==> src/rtl/psum_accumulator.sv <==
// psum_accumulator: accumulates signed 5-bit XNOR-popcount partial sums into one
// neuron's dot product. The beats of a vector are delimited by a last flag. On the
// last beat the block compares the sum against a per-neuron threshold and holds the
// result in an output register under a valid/ready handshake.
// Optional build macro: PSUM_SATURATE_EN. When defined, every add saturates and a
// sticky overflow_out port is added. When undefined, every add wraps.
module psum_accumulator #(
  parameter int ACC_WIDTH = 16,
  parameter int CNT_WIDTH = 12
) (
  input  logic                 clk_in,
  input  logic                 reset_in,
  input  logic                 psum_valid_in,
  input  logic [4:0]           psum_in,
  input  logic                 psum_last_in,
  input  logic [ACC_WIDTH-1:0] threshold_in,
  output logic                 psum_ready_out,
  output logic                 result_valid_out,
  input  logic                 result_ready_in,
  output logic [ACC_WIDTH-1:0] acc_out,
  output logic                 act_out,
  output logic [CNT_WIDTH-1:0] beat_count_out
`ifdef PSUM_SATURATE_EN
  ,
  output logic                 overflow_out
`endif
);

  typedef enum logic {ST_EMPTY = 1'b0, ST_ACCUM = 1'b1} state_t;

  state_t                      state_q, state_d;
  logic signed [ACC_WIDTH-1:0] acc_q, acc_d;
  logic        [CNT_WIDTH-1:0] cnt_q, cnt_d;
  logic                        valid_q, valid_d;
  logic signed [ACC_WIDTH-1:0] res_acc_q, res_acc_d;
  logic                        act_q, act_d;
  logic        [CNT_WIDTH-1:0] res_cnt_q, res_cnt_d;

  logic signed [ACC_WIDTH-1:0] psum_ext;
  logic signed [ACC_WIDTH-1:0] base;
  logic signed [ACC_WIDTH-1:0] sum_next;
  logic signed [ACC_WIDTH-1:0] thr_s;
  logic                        accept;
  logic                        consume;

`ifdef PSUM_SATURATE_EN
  localparam logic signed [ACC_WIDTH-1:0] ACC_MAX = {1'b0, {(ACC_WIDTH-1){1'b1}}};
  localparam logic signed [ACC_WIDTH-1:0] ACC_MIN = {1'b1, {(ACC_WIDTH-1){1'b0}}};

  logic overflow_q, overflow_d;
  logic clamp;

  function automatic logic signed [ACC_WIDTH-1:0] sat_add(
    input logic signed [ACC_WIDTH-1:0] a,
    input logic signed [ACC_WIDTH-1:0] b
  );
    logic signed [ACC_WIDTH:0] w;
    w = {a[ACC_WIDTH-1], a} + {b[ACC_WIDTH-1], b};
    if (w[ACC_WIDTH] != w[ACC_WIDTH-1]) begin
      return w[ACC_WIDTH] ? ACC_MIN : ACC_MAX;
    end
    return w[ACC_WIDTH-1:0];
  endfunction

  function automatic logic add_clamps(
    input logic signed [ACC_WIDTH-1:0] a,
    input logic signed [ACC_WIDTH-1:0] b
  );
    logic signed [ACC_WIDTH:0] w;
    w = {a[ACC_WIDTH-1], a} + {b[ACC_WIDTH-1], b};
    return w[ACC_WIDTH] != w[ACC_WIDTH-1];
  endfunction
`endif

  assign psum_ext       = {{(ACC_WIDTH-5){psum_in[4]}}, psum_in};
  assign thr_s          = threshold_in;
  assign psum_ready_out = !valid_q || result_ready_in;
  assign accept         = psum_valid_in && psum_ready_out;
  assign consume        = valid_q && result_ready_in;
  // The first beat of a vector starts from zero, whatever the accumulator holds.
  assign base           = (state_q == ST_EMPTY) ? '0 : acc_q;

`ifdef PSUM_SATURATE_EN
  assign sum_next     = sat_add(base, psum_ext);
  assign clamp        = add_clamps(base, psum_ext);
  assign overflow_d   = overflow_q | (accept & clamp);
  assign overflow_out = overflow_q;
`else
  assign sum_next     = base + psum_ext;
`endif

  // Next-state: consume the held result, then fold in an accepted beat.
  // If a last beat arrives in the same cycle as a consume, its result replaces the
  // consumed one and valid stays high with no bubble.
  always_comb begin
    state_d   = state_q;
    acc_d     = acc_q;
    cnt_d     = cnt_q;
    valid_d   = valid_q;
    res_acc_d = res_acc_q;
    act_d     = act_q;
    res_cnt_d = res_cnt_q;
    if (consume) begin
      valid_d = 1'b0;
    end
    if (accept) begin
      if (psum_last_in) begin
        res_acc_d = sum_next;
        act_d     = (sum_next >= thr_s);
        res_cnt_d = cnt_q + CNT_WIDTH'(1);
        valid_d   = 1'b1;
        acc_d     = '0;
        cnt_d     = '0;
        state_d   = ST_EMPTY;
      end else begin
        acc_d     = sum_next;
        cnt_d     = cnt_q + CNT_WIDTH'(1);
        state_d   = ST_ACCUM;
      end
    end
  end

  // Registered state, accumulator and result register; reset clears all of them.
  always_ff @(posedge clk_in) begin
    if (reset_in) begin
      state_q   <= ST_EMPTY;
      acc_q     <= '0;
      cnt_q     <= '0;
      valid_q   <= 1'b0;
      res_acc_q <= '0;
      act_q     <= 1'b0;
      res_cnt_q <= '0;
`ifdef PSUM_SATURATE_EN
      overflow_q <= 1'b0;
`endif
    end else begin
      state_q   <= state_d;
      acc_q     <= acc_d;
      cnt_q     <= cnt_d;
      valid_q   <= valid_d;
      res_acc_q <= res_acc_d;
      act_q     <= act_d;
      res_cnt_q <= res_cnt_d;
`ifdef PSUM_SATURATE_EN
      overflow_q <= overflow_d;
`endif
    end
  end

  assign result_valid_out = valid_q;
  assign acc_out          = res_acc_q;
  assign act_out          = act_q;
  assign beat_count_out   = res_cnt_q;

endmodule

==> config.mk <==
export PLATFORM = sky130hd
export DESIGN_NAME = psum_accumulator
export DESIGN_NICKNAME = d
export VERILOG_FILES = /design/src/rtl/psum_accumulator.sv
export SDC_FILE = /design/constraint.sdc
export NUM_CORES = 1
export LEC_CHECK = 0
export ABC_AREA = 1
export BUFFER_PORTS_ARGS = -buffer_cell sky130_fd_sc_hd__buf_2
export CAP_MARGIN = 20
export CORE_MARGIN = 5
export CORE_UTILIZATION = 55
export DETAILED_ROUTE_END_ITERATION = 10
export PLACE_DENSITY = 0.85
export REMOVE_ABC_BUFFERS = 1
export SYNTH_ARGS = -nofsm -noshare
export SYNTH_HDL_FRONTEND = slang
export SYNTH_SLANG_ARGS = --single-unit
==> constraint.sdc <==
create_clock -name clk_in -period 3.75 [get_ports clk_in]
set_input_delay 0.5625 -clock clk_in [delete_from_list [all_inputs] [get_ports clk_in]]
set_output_delay 0.5625 -clock clk_in [all_outputs]
set_load 0.01 [all_outputs]
==> key figures, run 1 <==
Placed design
  • Placer Congestion: 0.991
  • Detail Placement HPWL: roughly 7000 µm
  • Port buffer count: 56
  • Pre-CTS WS: between 600 and 700 ps

Worst hold path
  • Worst Hold Class: register to register
  • Worst Hold Launch: beat_count_out[7]

Synthesis
  • Main area contributors after synthesis: dfxtp_1, nand2_1, ha_1
  • Register area share after synthesis: 0.309
  • Top cell type's share of synthesized area: 0.309
  • Netlist cell types: 36
  • Synth Register Bits: 59
  • Ys Warns: 0
  • Cell count after synthesis: between 500 and 600
  • Mapped cell area: approximately 3800 µm²
  • Synth top cells by count: nand2_1, inv_1, dfxtp_1, a21oi_1, ha_1
  • Primary FF master, synth: dfxtp_1
  • Ys async rst share: 0
  • EDFF count, synth: 0
  • Synth area leader: dfxtp_1
  • Count leader, synth: nand2_1
  • Syn avg cell area: 6.66 µm²

Global route
  • Routing usage on met1: 0.278
  • GRT Total Usage: 0.226
  • GRT met2 Usage: 0.384
  • Busiest grt layer: met2
  • Vias in the first global route: ~3,600
  • Grt met3 use: 0.0459
  • First-pass GRT wire length: around 16,000 µm
  • Global route total overflow: 0
  • Initial antenna violation count: 0
  • Largest net degree at the start of global routing: 31

Clock network
  • Clock sink count: about 60
  • H-tree depth: 3
  • Clk buf depth: 2
  • Clock root cell: clkbuf_8
  • Reg clk slew, reported paths: 70 ps
  • Post-cts resize count: 0
  • Cts bufs inserted: 9
  • Clk_lat worst skew: approximately 350 ps
  • Hold_buf cts: 0
  • CTS tree: yes
  • Post-CTS setup buffer count: 0

Timing
  • RSZ-0062 raised after global routing: no
  • Worst Max-Slew Pin Slew: 681 ps
  • Final hold violation count: 0
  • Setup slack after layout: between 700 and 800 ps
  • Clk_skew: ~9.6 ps
  • Relative slew slack: 0.546
  • Setup_tns: 0 ps
  • Final min period: between 3000 and 4000 ps
  • Max-slew violation count: 0
  • Final Cycle Share: 0.806
  • Fmax: about 330 MHz
  • Final Setup Violations: 0

Drt
  • Final ANT Viol Nets: 0
  • Avg WL per Cell: about 13 µm
  • DR vias: 3,720
  • Drt total wl: approximately 9400 µm
  • DRT Pass-1 Iters: 5
  • Initial DRC count: roughly 200
  • DR DRC count: 0
  • Vias/cell: 5.08

Worst setup path
  • Crit path launch: state_q
  • Required @ worst endpoint: approximately 4000 ps
  • RR Startpoint: state_q
  • Setup crit end kind: register
  • Worst setup SP type: register
  • Critical path class: register to register
  • Worst endpoint data arrival time: about 3300 ps
  • Worst Path Max Fanout: 16

Power
  • LEAKAGE: around 2.4 nW
  • Power density over cell area: 336 nW/µm²
  • VDD IR max: 0.292 mV

Floorplan
  • Starting Density: 0.563
  • Std cell rows: 30
  • Core area: a little under 7000 µm²
  • IO Pins: 57
  • Chip width: around 93 µm
  • DIE AREA: between 8000 and 9000 µm²
  • Die height: about 93 µm

Final layout
  • Ratio of cells with drive above 1 in the final layout: 0.160
  • Filler cell count: 598
  • Multi-input gate area: roughly 2200 µm²
  • Diode count: 0
  • Layout net count: around 690
  • FF/Latch Area: approximately 1200 µm²
  • Synthesis-to-layout area growth: 14.6%

Status
  • Outcome: finished, final reports clean

Job
  • Max_cap viols: 0
## flip-flops by register name, indices dropped and copies added, names as in the netlist
signal and count:
beat_count_out 12, cnt_q 12, acc_out 16, act_out 1, state_q 1, result_valid_out 1, acc_q 16
## worst paths after layout
| path | slack [ps] | endpoint | cells after the start |
|---|---|---|---|
| min | 450 | beat_count_out[7] | 2 |
| max reg2reg | 730 | act_out | 22 |
| max | 730 | act_out | 22 |
| min reg2reg | 450 | beat_count_out[7] | 2 |
## worst max-delay path, cell delays in order (launching register included)
cell	delay (ps)
dfxtp_1	340
buf_4	210
nand2_1	80
inv_1	50
ha_1	350
nand2_1	110
nor2_1	240
and2_1	160
nand2_1	60
nand2_1	70
nand2_1	70
and2_4	150
ha_1	290
nand2_1	80
inv_1	40
o21bai_1	110
nand2_1	60
a21oi_1	160
nand2_1	80
nand2_1	50
nand3_1	60
nand2_1	60
inv_1	40
## cells by family after synthesis
kind of cell | share of synthesized area
AOI/OAI and AO/OA | 0.107
xor gates and xnor gates | 0.0314
DFF | 0.309
buffers and inverters | 0.117
and+or+nand+nor | 0.326
adders and majority gates | 0.110
## layout by cell type, fill, tap and decap left out, types with 2 or more instances in the layout
cell type	netlist	final
a21oi_1	35	35
a21oi_2	2	2
a22o_1	9	9
a22oi_1	2	2
and2_1	3	3
and2_4	4	4
buf_2	6	56
buf_4	2	4
clkbuf_8	0	10
clkinv_2	0	3
dfxtp_1	59	59
ha_1	32	32
inv_1	100	100
inv_2	2	2
nand2_1	197	197
nand2_2	6	6
nand3_1	26	26
nand3_2	2	2
nand3b_1	4	4
nand4_1	5	5
nor2_1	31	31
nor2_4	6	6
nor3_1	2	2
o21ai_0	11	11
o21bai_1	3	3
xnor2_1	3	3
xor2_1	7	7
xor2_2	2	2
## through the flow
step / total power [mW] / std cells / hold slack [ps] / instance area [µm²] / util
after floorplan: 0.826 / 562 / 439 / 3760 / -
after global placement: 0.901 / 718 / 434 / 4190 / 0.617
after detailed placement: 0.909 / 718 / 436 / 4190 / 0.617
after CTS: 1.48 / 733 / 453 / 4390 / 0.645
after global routing: 1.54 / 733 / 473 / 4390 / 0.645
final: 1.47 / 733 / 451 / 4390 / 0.645
## per-layer routing
layer  vias to the layer above  part of all wire
li1                       1906                 -
met1                      1678              0.44
met2                       120              0.47
met3                        16             0.075
met4                         0             0.018
met5                         -                 0
## layout make-up
cell class / instances / area share
Clock buffer: 10 / 0.0314
Clock inverter: 5 / 0.0123
Inverter: 102 / 0.0873
Multi-Input combinational cell: 401 / 0.502
Sequential cell: 59 / 0.269
Tap cell: 96 / 0.0274
Timing Repair Buffer: 60 / 0.0708
## power breakdown
part           total (mW)  switching, mW  internal (mW)
clock               0.574          0.256          0.318
combinational       0.237          0.149         0.0877
sequential          0.660         0.0122          0.648
total                1.47          0.417           1.05
(Power assumes the default switching activity.)
==> run 2, diff against run 1 <==
--- a/config.mk
+++ b/config.mk
@@ -5,11 +5,11 @@
 export SDC_FILE = /design/constraint.sdc
 export NUM_CORES = 1
 export LEC_CHECK = 0
-export ABC_AREA = 1
+export ABC_AREA = 0
 export BUFFER_PORTS_ARGS = -buffer_cell sky130_fd_sc_hd__buf_2
 export CAP_MARGIN = 20
 export CORE_MARGIN = 5
-export CORE_UTILIZATION = 55
+export CORE_UTILIZATION = 52
 export DETAILED_ROUTE_END_ITERATION = 10
 export PLACE_DENSITY = 0.85
 export REMOVE_ABC_BUFFERS = 1
==> constraint.sdc (replaced) <==
create_clock -name clk_in -period 2.5 [get_ports clk_in]
set_input_delay 0.375 -clock clk_in [delete_from_list [all_inputs] [get_ports clk_in]]
set_output_delay 0.375 -clock clk_in [all_outputs]
set_load 0.01 [all_outputs]
==> run 2 against run 1 <==
Critical path depth fell by 5. Clock power rose by 35%. Highest routed layer unchanged. Sequential power rose by 52%. Worst setup slack got worse by 1500 ps. Cell count fell by 13%. Largest cell class unchanged. First-iteration DRC count rose by 23%. Sequential share of layout area fell by 1.9 points. The flow now finishes with violations (negative setup slack). Via count fell by 1.9%. Sequential cell count did not move.
==> key figures, run 2 <==
Status
  • Outcome: complete, but fails checks
  • Failing checks: negative setup slack

Floorplan
  • Die height: 93.2 µm
  • DIE AREA: between 8000 and 9000 µm²
  • Core area: slightly below 7000 µm²
  • IO Pins: 57
  • Chip width: slightly above 90 µm
  • Starting Density: 0.533
  • Std cell rows: 30

Worst setup path
  • RR Startpoint: state_q
  • Reg2Reg Setup Slack: -770 ps
  • Crit-path max cell delay: around 410 ps
  • Worst setup SP type: register
  • Setup crit end kind: register
  • Worst Path Max Fanout: 3
  • Required @ worst endpoint: approximately 2800 ps
  • CP dominant cell by count: o211ai_4
  • Worst endpoint data arrival time: 3520 ps
  • Crit path launch: state_q
  • Crit path max-delay cell type: fa_2
  • Worst path top cell family by delay: simple AND/OR/NAND/NOR gates
  • CP Buf/Inv Count: 1
  • Critical path class: register to register
  • Worst path cell trace: and2_4 > ha_4 > inv_2 > fa_2 > nor2b_4 > o2111a_2 > o211ai_4 > o211ai_4 > a21oi_2 > xnor2_1 > ha_1 > nand3_2 > nor3_4 > nand2_1 > nor4_2 > a21oi_1 > o32ai_1

Clock network
  • Cts bufs inserted: 9
  • CTS tree: yes
  • Clock sink count: 59
  • Clk_lat worst skew: around 350 ps
  • Clock root cell: clkbuf_8
  • Clk buf depth: 2
  • Reg clk slew, reported paths: ~70 ps
  • H-tree depth: 3

Global route
  • Vias in the first global route: about 3,500
  • Initial antenna violation count: 0
  • GRT Total Usage: 0.230
  • Largest net degree at the start of global routing: 37
  • Global route total overflow: 0
  • First-pass GRT wire length: between 15,000 and 20,000 µm

Synthesis
  • Main area contributors after synthesis: dfxtp_1, ha_1, a21oi_1
  • EDFF count, synth: 0
  • Mapped cell area: between 3000 and 4000 µm²
  • Ys Warns: 0
  • Count leader, synth: dfxtp_1
  • Register area share after synthesis: 0.328
  • Cell count after synthesis: 440
  • Primary FF master, synth: dfxtp_1
  • Top cell type's share of synthesized area: 0.328
  • Netlist cell types: 51
  • Syn avg cell area: just over 8 µm²
  • Ys async rst share: 0
  • Synth area leader: dfxtp_1
  • Synth Register Bits: between 50 and 60
  • Synth top cells by count: dfxtp_1, nor2_1, nand2_1, a21oi_1, ha_1

Timing
  • Relative slew slack: 0.624
  • RSZ-0062 raised after global routing: yes
  • Clk_skew: roughly 9.4 ps
  • Worst Max-Slew Pin Slew: roughly 560 ps
  • Final Cycle Share: 1.31
  • Final min period: between 3000 and 4000 ps
  • Max-slew violation count: 0
  • Final Setup Violations: 1
  • Fmax: around 310 MHz
  • Setup slack after layout: -766 ps
  • Final hold violation count: 0

Worst hold path
  • Worst Hold Launch: result_ready_in
  • Worst Hold Class: primary input to register

Final layout
  • Most common cell after layout, fill and taps aside: buf_4
  • Filler cell count: around 490
  • Leading cell types in the layout, fill and taps excluded: buf_4, dfxtp_1, buf_2
  • Post-Route Utilization: 0.699
  • Non-Filler Instances: 640
  • Diode count: 0
  • Ratio of cells with drive above 1 in the final layout: 0.316
  • Layout net count: slightly above 600
  • Synthesis-to-layout area growth: 31.3%

Drt
  • DR DRC count: 0
  • Drt total wl: just over 10,000 µm
  • DR vias: about 3,700
  • DRT Pass-1 Iters: 5
  • Initial DRC count: 242
  • Avg WL per Cell: 16.1 µm
  • Final ANT Viol Nets: 0
  • Vias/cell: ~5.7

Power
  • Power density over cell area: 482 nW/µm²
  • LEAKAGE: 2.23 nW
  • VDD IR max: roughly 0.38 mV
  • Post-route total power: about 2.3 mW

Placed design
  • DP Cell Count: between 600 and 700
  • Pre-CTS WS: -852 ps
  • Detail Placement HPWL: between 7000 and 8000 µm
  • Port buffer count: 56
  • Placer Congestion: between 0.9 and 1

Job
  • Max_cap viols: 0
[run 2: cell count changes after synthesis, moves of 11 or more]
cell,change
a22oi_1,+11
nor2_1,+17
inv_1,-74
nand3_1,-16
nand2_1,-151
and2_1,+13
xnor2_1,+17
nor3_1,+12
[run 2: timing repair]
| item | CTS | global route |
|---|---|---|
| setup endpoints to repair | 1 | 10 |
| pin swaps | 8 | 16 |
| buffers inserted | 0 | 6 |
| hold buffers | 0 | 0 |
| gates resized for setup | 6 | 21 |
[run 2: through the flow]
| stage | instance area [µm²] | setup TNS [ps] | hold WS [ps] |
|---|---|---|---|
| detailed placement | 4380 | -852 | 445 |
| finish | 4730 | -766 | 412 |
| global route | 4730 | -1040 | 418 |
| CTS | 4580 | -598 | 392 |
| global placement | 4380 | -698 | 440 |
| floorplan | 3510 | -888 | 435 |
[run 2: layout make-up]
| class | instances | area, µm² | share of cell area |
|---|---|---|---|
| inverters | 26 | 97.6 | 0.0207 |
| flip-flops and latches | 59 | 1180 | 0.250 |
| repair buffers | 126 | 817 | 0.173 |
| well taps | 80 | 100 | 0.0212 |
| multi-input cells | 334 | 2360 | 0.499 |
| clock inverters | 5 | 30.0 | 0.00635 |
| clock buffers | 10 | 138 | 0.0291 |
[run 2: tightest hold or removal path, stage by stage]
cell and delay [ps]:
buf_2 70, nand2b_1 180, a21oi_1 80
[run 2: report_power, final]
part | internal [mW] | total (mW) | leakage (nW) | switching (mW)
registers | 0.982 | 1.00 | 0.482 | 0.0215
clock network | 0.375 | 0.776 | 0.0839 | 0.401
logic | 0.225 | 0.500 | 1.66 | 0.275
total | 1.58 | 2.28 | 2.23 | 0.698
[run 2: logic make-up after synthesis]
| group | count (synthesis) | synth area share |
|---|---|---|
| flip-flops | 59 | 0.328 |
| adder cells (fa/ha/maj) | 33 | 0.117 |
| buffers and inverters | 47 | 0.0507 |
| AO/OA/AOI/OAI | 115 | 0.231 |
| AND/OR/NAND/NOR | 164 | 0.220 |
| XOR/XNOR | 22 | 0.0535 |
[run 2: routing by layer]
layer | vias to the layer above | part of all wire | GRT usage
li1 | 1776 | - | -
met2 | 155 | 0.50 | 0.395
met1 | 1694 | 0.41 | 0.283
met4 | 0 | 0.027 | 0.0855
met3 | 26 | 0.069 | 0.0499
met5 | - | 0 | 0
[run 2: worst paths after layout]
| kind | to | cells after the start |
|---|---|---|
| max | act_out | 17 |
| min reg2reg | acc_out[8] | 2 |
| max reg2reg | act_out | 17 |
| min | result_valid_out | 3 |
